File: src/rtl/demux_2x4.sv
// Registered 1-to-4 demultiplexer with one-hot valid strobe and
// per-channel saturating route counters.
module demux_2x4 #(
    parameter int DATA_W = 1,
    parameter int CNT_W  = 8
) (
    input  logic              clk,
    input  logic              rst_n,
    input  logic [DATA_W-1:0] in,
    input  logic [1:0]        sel,
    input  logic              en,
    input  logic              clr_cnt,
    output logic [DATA_W-1:0] y0,
    output logic [DATA_W-1:0] y1,
    output logic [DATA_W-1:0] y2,
    output logic [DATA_W-1:0] y3,
    output logic [3:0]        vld,
    output logic [CNT_W-1:0]  cnt0,
    output logic [CNT_W-1:0]  cnt1,
    output logic [CNT_W-1:0]  cnt2,
    output logic [CNT_W-1:0]  cnt3
);

    // vld is a pure one-cycle strobe (no handshake): bit k high means channel k
    // was routed on the last edge, independent of the data value carried.
    logic [3:0]       route;
    logic [CNT_W-1:0] cnt_q [4];

    always_comb begin
        route = 4'b0000;
        if (en) begin
            route = 4'b0001 << sel;
        end
    end

    always_ff @(posedge clk or negedge rst_n) begin
        if (!rst_n) begin
            y0  <= '0;
            y1  <= '0;
            y2  <= '0;
            y3  <= '0;
            vld <= 4'b0000;
        end else begin
            y0  <= route[0] ? in : '0;
            y1  <= route[1] ? in : '0;
            y2  <= route[2] ? in : '0;
            y3  <= route[3] ? in : '0;
            vld <= route;
        end
    end

    // Clear wins over a same-cycle increment; counts stick at all-ones.
    always_ff @(posedge clk or negedge rst_n) begin
        if (!rst_n) begin
            for (int k = 0; k < 4; k++) begin
                cnt_q[k] <= '0;
            end
        end else begin
            for (int k = 0; k < 4; k++) begin
                if (clr_cnt) begin
                    cnt_q[k] <= '0;
                end else if (route[k] && (cnt_q[k] != {CNT_W{1'b1}})) begin
                    cnt_q[k] <= cnt_q[k] + 1'b1;
                end
            end
        end
    end

    assign cnt0 = cnt_q[0];
    assign cnt1 = cnt_q[1];
    assign cnt2 = cnt_q[2];
    assign cnt3 = cnt_q[3];

endmodule

File: config.mk
export PLATFORM = sky130hd
export DESIGN_NAME = demux_2x4
export DESIGN_NICKNAME = d
export VERILOG_FILES = /design/src/rtl/demux_2x4.sv
export SDC_FILE = /design/constraint.sdc
export NUM_CORES = 1
export LEC_CHECK = 0
export CAP_MARGIN = 5
export CORE_ASPECT_RATIO = 1.4
export CORE_MARGIN = 2
export CORE_UTILIZATION = 45
export CTS_CLUSTER_SIZE = 24
export DETAILED_ROUTE_END_ITERATION = 7
export DONT_BUFFER_PORTS = 1
export GPL_ROUTABILITY_DRIVEN = 1
export MAX_ROUTING_LAYER = met4
export PLACE_DENSITY_LB_ADDON = 0.05
export SLEW_MARGIN = 20
export SYNTH_ARGS = -nofsm -noshare
export SYNTH_HDL_FRONTEND = slang
export SYNTH_SLANG_ARGS = --single-unit
File: constraint.sdc
create_clock -name clk -period 1.6 [get_ports clk]
set_input_delay 0.24 -clock clk [delete_from_list [all_inputs] [get_ports clk]]
set_output_delay 0.24 -clock clk [all_outputs]
set_load 0.01 [all_outputs]
### Word level (Yosys, flattened, before mapping)

Index checks and enable logic that the tools add are counted.

| word-level totals | value |
|---|---|
| input bits | 7 |
| output and inout bits | 40 |
| flip-flop bits (word level) | 40 |

| operators by class | value |
|---|---|
| shift operators | 1 |
| $add $sub $neg | 4 |
| equality and inequality tests | 4 |
| reduce and logical (&&, ||, !) cells | 8 |
| muxes and demuxes | 13 |

Operator list:

| cell | number |
|---|---|
| 8-bit two-way mux | 8 |
| 8-bit by 1-bit adder with 8-bit output, second input constant | 4 |
| 8-bit != test, second input constant | 4 |
| 2-bit nonzero test | 4 |
| 1-bit logical AND | 4 |
| 1-bit two-way mux | 4 |
| 4-bit two-way mux | 1 |
| 1-bit by 2-bit left shift with 4-bit output, first input constant | 1 |

### Depth between registers and ports, before layout

| logic depth | value |
|---|---|
| depth after elaboration | 5 |
| depth in mapped cells | 5 |
| mapped depth without buffers | 5 |

### Worst setup path before layout

Ideal clock, no wire load.

| timing | value |
|---|---|
| path kind | register -> register |
| start | register cnt_q (netlist bit cnt2[0]) |
| end | register cnt_q (netlist bit cnt2[6]) |
| required time | 1.524 ns |
| path buffers | 0 |
| data arrival time | 1.474 ns |
| cell stages (with the launch flop) | 6 |
| setup slack | 0.050 ns |
| period minus slack after synthesis | 1.550 ns |
| path through | dfrtp_1 ha_1 nand3_1 o21ai_4 or4_1 o21ai_1 |

| on the way | value |
|---|---|
| word-level cells in the longest chain between the ends | 3 |
| elaborated cells on any way between the ends | 6 |
| those cells by class | 1 x add/sub; 1 x eq/ne; 2 x mux; 2 x reduce/logical |

Ends and longest elaborated chain:

| what | line | source |
|---|---|---|
| start, declared | 27 | `logic [CNT_W-1:0] cnt_q [4];` |
| start signal, assigned by index | 63 | `cnt_q[k] <= cnt_q[k] + 1'b1;` |
| 8-bit by 1-bit adder with 8-bit output or 8-bit != test (tied branches) | 63, 62 |  |
| 8-bit two-way mux or 1-bit logical AND (tied branches) | 62 | `end else if (route[k] && (cnt_q[k] != {CNT_W{1'b1}})) begin` |
| 8-bit two-way mux or 2-bit nonzero test (tied branches) | - |  |

Several ways; a longest one is shown, not always the timed one. The select of a mux whose other input is x is not followed.
A chain may end at the register's enable or synchronous reset.

### Final worst setup path

| timing | value |
|---|---|
| start | register cnt_q (netlist bit cnt3[6]) |
| end | register cnt_q (netlist bit cnt3[4]) |

| on the way | value |
|---|---|
| word-level cells in the longest chain between the ends | 3 |

Ends and longest elaborated chain:

| what | line |
|---|---|
| 8-bit != test | 62 |
| 1-bit logical AND | 62 |
| 2-bit nonzero test (no line) | - |

No other way between the ends.

==> flow_metrics.tcl <==
set metrics [dict create \
    status "finished, final reports clean" \
    hpwl_um 2860 \
    vias_per_cell 6.00 \
    cp-end-kind "flip-flop" \
    synth_cells 184 \
    switchingPower_mw 0.410 \
    drtIter0Drc 26 \
    die-height_um 82.3 \
    ff2ff_path_depth 4 \
    cts.sinks 40 \
    synth_edf_count 0 \
    synthFlopType "dfrtp_1" \
    min_period_ns 1.49 \
    worst_slew_pin_slew_ns 0.420 \
    grt_pass1_vias 1468 \
    dp_slack_ns 0.0640 \
    fmax_mhz 673 \
    gp_congestion 0.812 \
    drive_gt1_share_pct 16.4 \
    h-tree-depth 2 \
    ctsLongestPathBuffers 2 \
    ant_nets 0 \
    relSlewSlack_pct 71.9 \
    cts_tree "done" \
    root_buffer "clkbuf_8" \
    setup.worst_path.class "flip-flop to flip-flop" \
    power_frac_seq_pct 53.5 \
    skew_ns 0.00555 \
    via_count 1511 \
    synth_cell_types 40 \
    critical_path_required_ns 1.76 \
    drc 0 \
    critPathMaxFanout 5 \
    grt_pass1_wl_um 6600 \
    combPwrFrac_pct 5.0 \
    clk_pin_slew_worst_paths_ns 0.08 \
    row_count 28 \
    p_clk_share_pct 41.5 \
    antenna_found_initial 0 \
    synth-seq-area-share_pct 50.8 \
    overflow 0 \
    netlist_area_sq_um 1970 \
    slowest_stage "dfrtp_1" \
    cts_buffers 5 \
    arrival_ns 1.65 \
    p_int_mw 1.52 \
    ys_async_sr_fraction_pct 100 \
    rsz0062_at_grt "no" \
    swShare_pct 21.2 \
    die-area_sq_um 4930 \
    fin_tns_setup_ns 0 \
    fin_crit_sh_pct 92.9 \
    core-area_sq_um 4200 \
    firstDrtPassIters 4 \
    grtUsageTotal_pct 18.2 \
    hold_ws_ns 0.0101 \
    syn2layout_area_growth_pct 15.7 \
    min_path_type "primary input to flip-flop" \
    avgRoutedWirePerCell_um 16.3 \
    initial_core_util_pct 46.8 \
    critPathMaxStageDelay_ns 0.46 \
    avgSynthCellArea_sq_um 10.7 \
    worstSetupStartpointType "flip-flop" \
    clk_latency_ns 0.29 \
    timing.final.ws_setup_ns 0.113 \
    pin_count 47 \
    hold_depth 1 \
    path_cells "and4_1 > a2111oi_2 > xnor2_1 > nor2_1" \
    hold_viol_final 0 \
    grt_max_degree 41 \
    final_nets 217 \
    yosysWarnings 0 \
    diodes 0 \
    setup_violations 0 \
    maxCapViolCount 0 \
    drv_slew 0 \
    fp.dieW_um 59.9 \
    wirelength_um 4120 \
    leakagePower_nw 1.10 \
    synth_fp_nets 195 \
    ys_ff_latch 40 \
    port_buffers 0 \
    ir_drop_mv 0.403 \
    powerDensity_nw_per_um2 849 \
]
[final timing paths]
kind / start / slack [ns] / to
worst min-delay path: clr_cnt / 0.01 / cnt2[1]
max in group asynchronous: rst_n / 0.99 / cnt1[3]
worst min register to register: cnt1[3] / 0.63 / cnt1[4]
worst max-delay path: cnt3[6] / 0.11 / cnt3[4]
min in group asynchronous: rst_n / 0.41 / cnt0[2]
worst max register to register: cnt3[6] / 0.11 / cnt3[4]
[cell usage in the layout, fill, tap and decap left out, drive strengths merged, types with 2 or more instances in the layout]
| cell type | count |
|---|---|
| xnor2 | 2 |
| o21ai | 7 |
| dfrtp | 40 |
| a211oi | 4 |
| nand4 | 10 |
| or4 | 2 |
| a311oi | 2 |
| nand2 | 9 |
| nor2b | 2 |
| and3b | 2 |
| xor2 | 11 |
| nor2 | 21 |
| ha | 4 |
| and4 | 3 |
| mux2i | 6 |
| and2 | 5 |
| o211ai | 5 |
| a21oi | 11 |
| nand3 | 8 |
| nor3 | 3 |
| and3 | 10 |
| buf | 17 |
| clkinv | 2 |
| clkbuf | 6 |
| dlygate4sd3 | 3 |
| or3 | 2 |
[synthesized netlist by cell type (2+ instances only)]
cell | number | share of area [%]
dfrtp_1 | 40 | 51
nor2_1 | 21 | 4.0
a21oi_1 | 11 | 2.8
xor2_1 | 11 | 4.9
and3_1 | 9 | 2.9
nand2_1 | 9 | 1.7
nand4_1 | 9 | 2.9
nand3_1 | 8 | 2.0
mux2i_1 | 6 | 3.0
o21ai_1 | 6 | 1.5
and2_1 | 5 | 1.6
a211oi_1 | 4 | 1.5
ha_1 | 4 | 2.5
and4_1 | 3 | 1.3
clkbuf_1 | 3 | 0.57
o211ai_1 | 3 | 1.1
a311oi_1 | 2 | 0.89
and3b_1 | 2 | 0.89
nor2b_1 | 2 | 0.64
nor3_1 | 2 | 0.51
o211ai_2 | 2 | 1.3
or3_1 | 2 | 0.64
or4_1 | 2 | 0.76
xnor2_1 | 2 | 0.89
[sequential cells by signal, summed over array words and instances (netlist names)]
name	cells
cnt3	8
cnt0	8
cnt1	8
vld	4
y3	1
y0	1
y1	1
y2	1
cnt2	8
[metrics by stage]
step                total power [mW]  instance area (sq um)  instances  util [%]
floorplan                       1.11                   1970        184         -
global placement                1.11                   2120        240      50.3
detailed placement              1.12                   2120        240      50.3
CTS                             1.95                   2250        250      53.6
global route                    2.01                   2280        252      54.2
finish                          1.93                   2280        252      54.2
[worst max-delay path: cells and delay by family (launching register included)]
| kind | cells | cell delay [ns] |
|---|---|---|
| compound gates | 1 | 0.41 |
| simple gates | 2 | 0.32 |
| xor+xnor | 1 | 0.17 |
| flops | 1 | 0.46 |
[cells by family after synthesis]
family	after synthesis	share of synthesized area (%)
flops	40	50.8
fa+ha+maj	4	2.54
mux	6	3.05
xor+xnor	13	5.78
simple gates	79	22.8
buf+inv	7	1.97
compound gates	35	13.0
[metal layers]
metal | vias up | share of wire (%) | track usage [%]
met5 | - | 0 | -
met4 | 0 | 1.8 | 8.00
met3 | 7 | 6.4 | 5.61
met2 | 42 | 50 | 29.3
met1 | 736 | 42 | 20.5
li1 | 726 | - | -
[power groups by stage]
stage / Clock, mW / Sequential [mW] / Combinational [mW]
2_1_floorplan: 0 / 1.06 / 0.0472
5_1_grt: 0.863 / 1.04 / 0.110
4_1_cts: 0.822 / 1.04 / 0.0891
3_5_place_dp: 0 / 1.06 / 0.0607
3_3_place_gp: 0 / 1.06 / 0.0578
6_report: 0.803 / 1.04 / 0.0969
[cell type report]
| class | count | area (sq um) |
|---|---|---|
| fillers | 387 | 1930 |
| flip-flops and latches | 40 | 1000 |
| multi-input cells | 137 | 935 |
| repair buffers | 20 | 170 |
| clock buffers | 6 | 72.6 |
| well taps | 45 | 56.3 |
| clock inverters | 2 | 35.0 |
| inverters | 2 | 8.76 |
[timing repair]
action                     4_1_cts  5_1_grt
setup endpoints to repair        0        3
hold endpoints to repair        40       10
gates resized for setup          0        1
setup buffers                    0        0
hold buffers                     2        2
No activity file was read; power rests on OpenSTA's default activity.
